[config.mk]
export PLATFORM = sky130hd
export DESIGN_NAME = regpair_writer_flat
export DESIGN_NICKNAME = d
export VERILOG_FILES = /design/src/rtl/regpair_writer_pkg.sv /design/src/rtl/regpair_writer_if.sv /design/src/rtl/regpair_writer_alu16.sv /design/src/rtl/regpair_writer.sv /design/src/flat_wrapper.sv
export SDC_FILE = /design/constraint.sdc
export NUM_CORES = 1
export LEC_CHECK = 0
export ABC_AREA = 1
export CAP_MARGIN = 20
export CORE_MARGIN = 10
export CORE_UTILIZATION = 51
export DETAILED_ROUTE_END_ITERATION = 12
export PLACE_DENSITY = 0.95
export SLEW_MARGIN = 20
export SYNTH_ARGS = -nofsm -noshare
export SYNTH_HDL_FRONTEND = slang
export SYNTH_SLANG_ARGS = --single-unit
[constraint.sdc]
create_clock -name clk -period 4.7 [get_ports clk]
set_input_delay 1.41 -clock clk [delete_from_list [all_inputs] [get_ports clk]]
set_output_delay 1.41 -clock clk [all_outputs]
set_load 0.01 [all_outputs]
[src/rtl/regpair_writer_pkg.sv]
// Shared encodings for the register-pair write sequencer: ops, pairs, byte-index helpers, FSM states.
package regpair_writer_pkg;

   localparam logic [1:0] OP_LOAD = 2'd0;
   localparam logic [1:0] OP_INC  = 2'd1;
   localparam logic [1:0] OP_DEC  = 2'd2;
   localparam logic [1:0] OP_ADDS = 2'd3;

   localparam logic [1:0] PAIR_BC = 2'd0;
   localparam logic [1:0] PAIR_DE = 2'd1;
   localparam logic [1:0] PAIR_HL = 2'd2;
   localparam logic [1:0] PAIR_SP = 2'd3;

   typedef enum logic [1:0] {
      ST_IDLE  = 2'd0,
      ST_WR_LO = 2'd1,
      ST_WR_HI = 2'd2
   } state_e;

   // High byte of a pair sits at the even index, low byte at the odd one.
   function automatic logic [2:0] hi_idx(input logic [1:0] pair);
      return {pair, 1'b0};
   endfunction

   function automatic logic [2:0] lo_idx(input logic [1:0] pair);
      return {pair, 1'b1};
   endfunction

endpackage

[src/rtl/regpair_writer_if.sv]
// Request handshake, register-file ports and result outputs of the pair write sequencer.
interface regpair_writer_if;

   logic        req_valid;
   logic        req_ready;
   logic [1:0]  req_op;
   logic [1:0]  req_pair;
   logic [15:0] req_data;
   logic [1:0]  rf_rdwn;
   logic [15:0] rf_rdw;
   logic [2:0]  rf_wrn;
   logic [7:0]  rf_wr;
   logic        rf_we;
   logic        done;
   logic [15:0] result;
   logic        flag_h;
   logic        flag_c;

   // master: control unit plus register file; slave: the sequencer
   modport master (
      output req_valid, req_op, req_pair, req_data, rf_rdw,
      input  req_ready, rf_rdwn, rf_wrn, rf_wr, rf_we, done, result, flag_h, flag_c
   );

   modport slave (
      input  req_valid, req_op, req_pair, req_data, rf_rdw,
      output req_ready, rf_rdwn, rf_wrn, rf_wr, rf_we, done, result, flag_h, flag_c
   );

endinterface

[src/rtl/regpair_writer_alu16.sv]
// Combinational 16-bit pair arithmetic: load, increment, decrement, signed 8-bit add with H/C.
module regpair_alu16
   import regpair_writer_pkg::*;
(
   input  logic [1:0]  i_op,
   input  logic [15:0] i_rdw,
   input  logic [15:0] i_data,
   output logic [15:0] o_res,
   output logic        o_h,
   output logic        o_c
);

   logic [8:0] w_byte_sum;
   logic [7:0] w_hi_sum;

   // Low byte add yields both flags; H is recovered as the carry into bit 4.
   assign w_byte_sum = {1'b0, i_rdw[7:0]} + {1'b0, i_data[7:0]};
   assign w_hi_sum   = i_rdw[15:8] + {8{i_data[7]}} + {7'd0, w_byte_sum[8]};

   always_comb begin
      o_res = i_data;
      o_h   = 1'b0;
      o_c   = 1'b0;
      case (i_op)
         OP_LOAD: o_res = i_data;
         OP_INC:  o_res = i_rdw + 16'd1;
         OP_DEC:  o_res = i_rdw - 16'd1;
         OP_ADDS: begin
            o_res = {w_hi_sum, w_byte_sum[7:0]};
            o_h   = i_rdw[4] ^ i_data[4] ^ w_byte_sum[4];
            o_c   = w_byte_sum[8];
         end
         default: o_res = i_data;
      endcase
   end

endmodule

[src/rtl/regpair_writer.sv]
// Accepts one pair operation, then writes the result low byte then high byte to the register file.
module regpair_writer
   import regpair_writer_pkg::*;
(
   input  logic        clk,
   input  logic        rst,
   regpair_writer_if.slave bus
);

   state_e      r_state;
   state_e      w_state_next;
   logic [1:0]  r_pair;
   logic [15:0] r_res;
   logic        r_h;
   logic        r_c;
   logic        w_accept;
   logic [15:0] w_alu_res;
   logic        w_alu_h;
   logic        w_alu_c;

   assign bus.req_ready = (r_state == ST_IDLE) && !rst;
   assign w_accept      = bus.req_valid && bus.req_ready;
   assign bus.rf_rdwn   = (r_state == ST_IDLE) ? bus.req_pair : r_pair;

   regpair_alu16 u_alu (
      .i_op   (bus.req_op),
      .i_rdw  (bus.rf_rdw),
      .i_data (bus.req_data),
      .o_res  (w_alu_res),
      .o_h    (w_alu_h),
      .o_c    (w_alu_c)
   );

   always_ff @(posedge clk) begin
      if (rst) begin
         r_state <= ST_IDLE;
         r_pair  <= 2'd0;
         r_res   <= 16'd0;
         r_h     <= 1'b0;
         r_c     <= 1'b0;
      end else begin
         r_state <= w_state_next;
         if (w_accept) begin
            r_pair <= bus.req_pair;
            r_res  <= w_alu_res;
            r_h    <= w_alu_h;
            r_c    <= w_alu_c;
         end
      end
   end

   always_comb begin
      w_state_next = r_state;
      bus.rf_we    = 1'b0;
      bus.rf_wrn   = 3'd0;
      bus.rf_wr    = 8'd0;
      bus.done     = 1'b0;
      case (r_state)
         ST_IDLE: begin
            if (w_accept) w_state_next = ST_WR_LO;
         end
         ST_WR_LO: begin
            w_state_next = ST_WR_HI;
            bus.rf_we    = 1'b1;
            bus.rf_wrn   = lo_idx(r_pair);
            bus.rf_wr    = r_res[7:0];
         end
         ST_WR_HI: begin
            w_state_next = ST_IDLE;
            bus.rf_we    = 1'b1;
            bus.rf_wrn   = hi_idx(r_pair);
            bus.rf_wr    = r_res[15:8];
            bus.done     = 1'b1;
         end
         default: w_state_next = ST_IDLE;
      endcase
      // Reset kills the write in the same cycle so an aborted op never lands its next byte.
      if (rst) begin
         bus.rf_we  = 1'b0;
         bus.rf_wrn = 3'd0;
         bus.rf_wr  = 8'd0;
         bus.done   = 1'b0;
      end
   end

   assign bus.result = r_res;
   assign bus.flag_h = r_h;
   assign bus.flag_c = r_c;

endmodule

[src/flat_wrapper.sv]
// flat-port wrapper written by rule: the top's interface ports become plain ports
module regpair_writer_flat import regpair_writer_pkg::*;
  (clk, rst, bus_req_valid, bus_req_op, bus_req_pair, bus_req_data, bus_rf_rdw, bus_req_ready, bus_rf_rdwn, bus_rf_wrn, bus_rf_wr, bus_rf_we, bus_done, bus_result, bus_flag_h, bus_flag_c);
  regpair_writer_if bus_i ();
  input  logic clk;
  input  logic rst;
  input wire logic [$bits(bus_i.req_valid)-1:0] bus_req_valid;
  input wire logic [$bits(bus_i.req_op)-1:0] bus_req_op;
  input wire logic [$bits(bus_i.req_pair)-1:0] bus_req_pair;
  input wire logic [$bits(bus_i.req_data)-1:0] bus_req_data;
  input wire logic [$bits(bus_i.rf_rdw)-1:0] bus_rf_rdw;
  output wire logic [$bits(bus_i.req_ready)-1:0] bus_req_ready;
  output wire logic [$bits(bus_i.rf_rdwn)-1:0] bus_rf_rdwn;
  output wire logic [$bits(bus_i.rf_wrn)-1:0] bus_rf_wrn;
  output wire logic [$bits(bus_i.rf_wr)-1:0] bus_rf_wr;
  output wire logic [$bits(bus_i.rf_we)-1:0] bus_rf_we;
  output wire logic [$bits(bus_i.done)-1:0] bus_done;
  output wire logic [$bits(bus_i.result)-1:0] bus_result;
  output wire logic [$bits(bus_i.flag_h)-1:0] bus_flag_h;
  output wire logic [$bits(bus_i.flag_c)-1:0] bus_flag_c;
  assign bus_i.req_valid = bus_req_valid;
  assign bus_i.req_op = bus_req_op;
  assign bus_i.req_pair = bus_req_pair;
  assign bus_i.req_data = bus_req_data;
  assign bus_i.rf_rdw = bus_rf_rdw;
  assign bus_req_ready = bus_i.req_ready;
  assign bus_rf_rdwn = bus_i.rf_rdwn;
  assign bus_rf_wrn = bus_i.rf_wrn;
  assign bus_rf_wr = bus_i.rf_wr;
  assign bus_rf_we = bus_i.rf_we;
  assign bus_done = bus_i.done;
  assign bus_result = bus_i.result;
  assign bus_flag_h = bus_i.flag_h;
  assign bus_flag_c = bus_i.flag_c;
  regpair_writer u_core (.clk(clk), .rst(rst), .bus(bus_i));
endmodule
==> results.md <==
Floorplanning:
- The number of cell rows is 27.
- The die extent in y is ~95 µm.
- The floorplan step defined a die boundary enclosing 0.00912 mm².
- The initial cell density of the core is 0.528.
- The area of the placeable core is approximately 0.0055 mm².
- The boundary pin count is 73.
- In this run the horizontal extent of the chip is between 90 and 100 µm.

Drt:
- In the routed layout, each cell is associated on average with a via count of roughly 5.5.
- After the first detailed-routing iteration, the DRC count stood at approximately 200.
- Once detail routing completed, the nets flagged for antenna violations numbered 0.
- For this run, design rule violations remaining after detail routing come to 0.
- The count of TritonRoute iterations in the first routing pass is 4.
- The routed wire length is a little over 9000 µm.
- The routed wire length per instance is around 14 µm.
- The count of vias placed by the detailed router is around 3500.

Worst setup path:
- The arrival time of data at the critical path endpoint is approximately 3.1 ns.
- The category of cells accounting for the largest share of critical-path delay is buffers and inverters.
- The nature of the critical path startpoint is an input pin.
- The critical path is of the in -> out type.
- The critical path goes through clkdlybuf4s50_1, inv_1, nand2_1, nor3_1, clkdlybuf4s50_1.
- The nature of the critical path endpoint is a primary output.
- The slowest stage of the critical path is the clkdlybuf4s50_1 cell.
- By instance count, the cell type seen most on the critical path is clkdlybuf4s50_1.
- Of all nets on the critical path, the largest fanout is 11.
- The number of buffers and inverters on the critical path is 3.
- STA puts the critical path data required time at 3.29 ns.
- On the worst path, the slowest cell contributes a delay of about 0.60 ns.

Logic synthesis:
- During synthesis, Yosys emitted a total of 0 warnings.
- The mean instance size in the synthesized netlist is ~6.0 µm².
- The unique cell type count in the Yosys netlist is 36.
- The synthesized design spends more area on one cell type than any other, namely nand2_1.
- Of the total synthesized cell area, the portion taken by XOR and XNOR cells is 0.00904.
- The largest family of logic cells by synthesized area is simple AND/OR/NAND/NOR gates.
- Of the total synthesized cell area, the portion taken by AND, OR, NAND and NOR gates is 0.375.
- The adder-cell share of the synthesized area is 0.183.
- Synthesis produced about 490 cells.
- The mapped netlist covers 0.00291 mm².
- The number of nets in the synthesized netlist is 567.
- The area share of the largest cell type after synthesis is 0.183.
- Ranked by total cell area, the synthesized netlist is headed by nand2_1, ha_1, dfxtp_1, a21oi_1, inv_1.
- The complex-gate fraction of the synthesized area is 0.172.
- In this run, synthesis produced a sequential element count of 22.
- For this run, the register share of the synthesized area comes to 0.152.
- After synthesis, the share of cell area in mux cells is 0.

Pwr:
- The power density relative to cell area is around 250 mW/mm².
- Summed over all cells, the static leakage comes to between 1.5 and 2 nW.
- The worst-case IR drop observed on VDD is roughly 0.18 mV.

Final layout:
- The relative area change from synthesis to final layout is 28.5%.
- In the layout the commonest cells are nand2_1, clkdlybuf4s50_1, inv_1.
- The share of final-layout standard cells stronger than drive strength 1 is 0.0501.
- The final-layout fill cell count is around 480.
- Leaving out fill and tap cells, the most frequent cell in the layout is nand2_1.
- 0 antenna diodes ended up in the layout.
- The share of the core filled with cells in the final layout is 0.678.
- The final layout contains between 600 and 700 nets.

Timing:
- The fraction of the cycle the final worst path needs is 0.953.
- Between clock sinks in the finished design, the worst skew comes to 0.00227 ns.
- The minimum period implied by the final worst setup slack is roughly 4.5 ns.
- The highest achievable clock rate is 0.223 GHz.
- At the pin with the least slew margin, the transition time is around 0.67 ns.
- The number of max-slew violations in the final report came to 0.
- Setup slack closes at ~0.22 ns.
- Setup violations remaining at the end of the flow were counted as 0.
- The final hold violation count came to 0.
- Headroom to the max-slew limit came out at 0.552.

GRT:
- The number of global-route vias before repair is around 3400.
- Entering global routing, the biggest net connects 36 pins.
- The first global-routing pass estimated roughly 15000 µm of wire.
- The overall fraction of global-route tracks in use is 0.194.
- The initial antenna violation count is 0.
- The global route total overflow is 0.

CTS:
- The buffer depth of the longest clock path is 2.
- Clock tree synthesis found a total of 22 sinks.
- The source-to-sink clock delay at the later pin of the worst-skew pair is 0.26 ns.
- Buffers inserted during clock tree synthesis total 3.
- In this run the number of H-tree levels came out at 1.
- The buffer cell driving the clock tree root is clkbuf_8.
- TritonCTS built the clock tree.
- Buffers inserted to repair hold after CTS numbered 0.
- The CTS clock-pin slew for the worst setup and hold paths is about 0.070 ns.

Worst hold path:
- The worst hold path belongs to the class reg -> reg.

Place:
- The worst setup slack after placement is -0.129 ns.
- The number of buffers added on ports is 72.
- The placed wire-length estimate is between 7000 and 8000 µm.
- Routability-driven placement finished with a final weighted congestion of about 0.97.

Status:
- The flow ran to the end, and the final reports show no timing, DRC or antenna violations.

Run:
- The number of maximum-capacitance violations is 0.
-- power by group --
part           switching [mW]  internal, mW  total (mW)
registers              0.0237         0.217       0.241
logic                   0.342         0.238       0.580
clock network          0.0593        0.0572       0.117
total                   0.425         0.513       0.937
-- final cells by class --
class | count | area (µm²) | area share
flip-flops and latches | 22 | 440 | 0.118
well taps | 72 | 90.1 | 0.0241
multi-input cells | 393 | 2150 | 0.576
clock buffers | 3 | 41.3 | 0.0111
repair buffers | 81 | 788 | 0.211
inverters | 60 | 225 | 0.0603
-- path summary, 6_finish.rpt --
kind	from	depth (start not counted)	slack (ns)	endpoint
max reg2reg	u_core.r_state[1]	9	2.46	u_core.r_state[1]
min	u_core.bus.flag_h	2	0.47	u_core.bus.flag_h
min reg2reg	u_core.bus.flag_h	2	0.47	u_core.bus.flag_h
max	rst	5	0.22	bus_rf_wrn[2]
-- cell usage after synthesis (all sizes together) --
cell       n
a21o       1
a21oi     56
and2       3
buf        5
clkbuf     8
dfxtp     22
fa         4
ha        36
inv       60
nand2    148
nand3     34
nand3b     3
nand4      8
nor2      54
nor3       3
o2111ai    1
o211ai     1
o21a       2
o21ai     25
o21bai     2
o22ai      2
o31ai      1
o32ai      1
or2        5
xnor2      1
xor2       2
-- repair_timing --
action                                  4_1_cts  5_1_grt
endpoints found under the setup margin        0        3
gates resized for setup                       0        2
setup buffers                                 0        1
-- worst min-delay path: stages, from the launching register on --
cell and delay (ns):
dfxtp_1 0.31, nand2_1 0.06, a21oi_1 0.05
-- per-layer routing --
metal | GRT usage | routed length [µm] | up-vias
li1 | - | - | 1732
met1 | 0.219 | 3740 | 1567
met2 | 0.362 | 4540 | 143
met3 | 0.0291 | 563 | 30
met4 | 0.0676 | 262 | 0
met5 | 0 | 0 | -
-- cells by family after synthesis --
logic type,after synthesis
adders and majority gates,40
buffers and inverters,73
AOI/OAI and AO/OA,92
xor gates and xnor gates,3
DFF,22
and+or+nand+nor,258
-- stage by stage --
stage	power (mW)	instance area (µm²)	cells	hold WS [ns]	TNS, ns
after CTS	0.929	3720	630	0.471	0
final	0.937	3730	631	0.470	0
after global routing	1.00	3730	631	0.500	-0.0278
after global placement	0.782	3680	627	0.454	0
after detailed placement	0.812	3680	627	0.461	-0.217
after floorplan	0.598	2910	488	0.445	0
-- state kept, by name, indices dropped and copies added (netlist names) --
register	cells
u_core.r_state	2
u_core.bus.flag_c	1
u_core.bus.flag_h	1
u_core.r_pair	2
u_core.bus.result	16
Note: power is estimated with default switching activity, not from simulation.
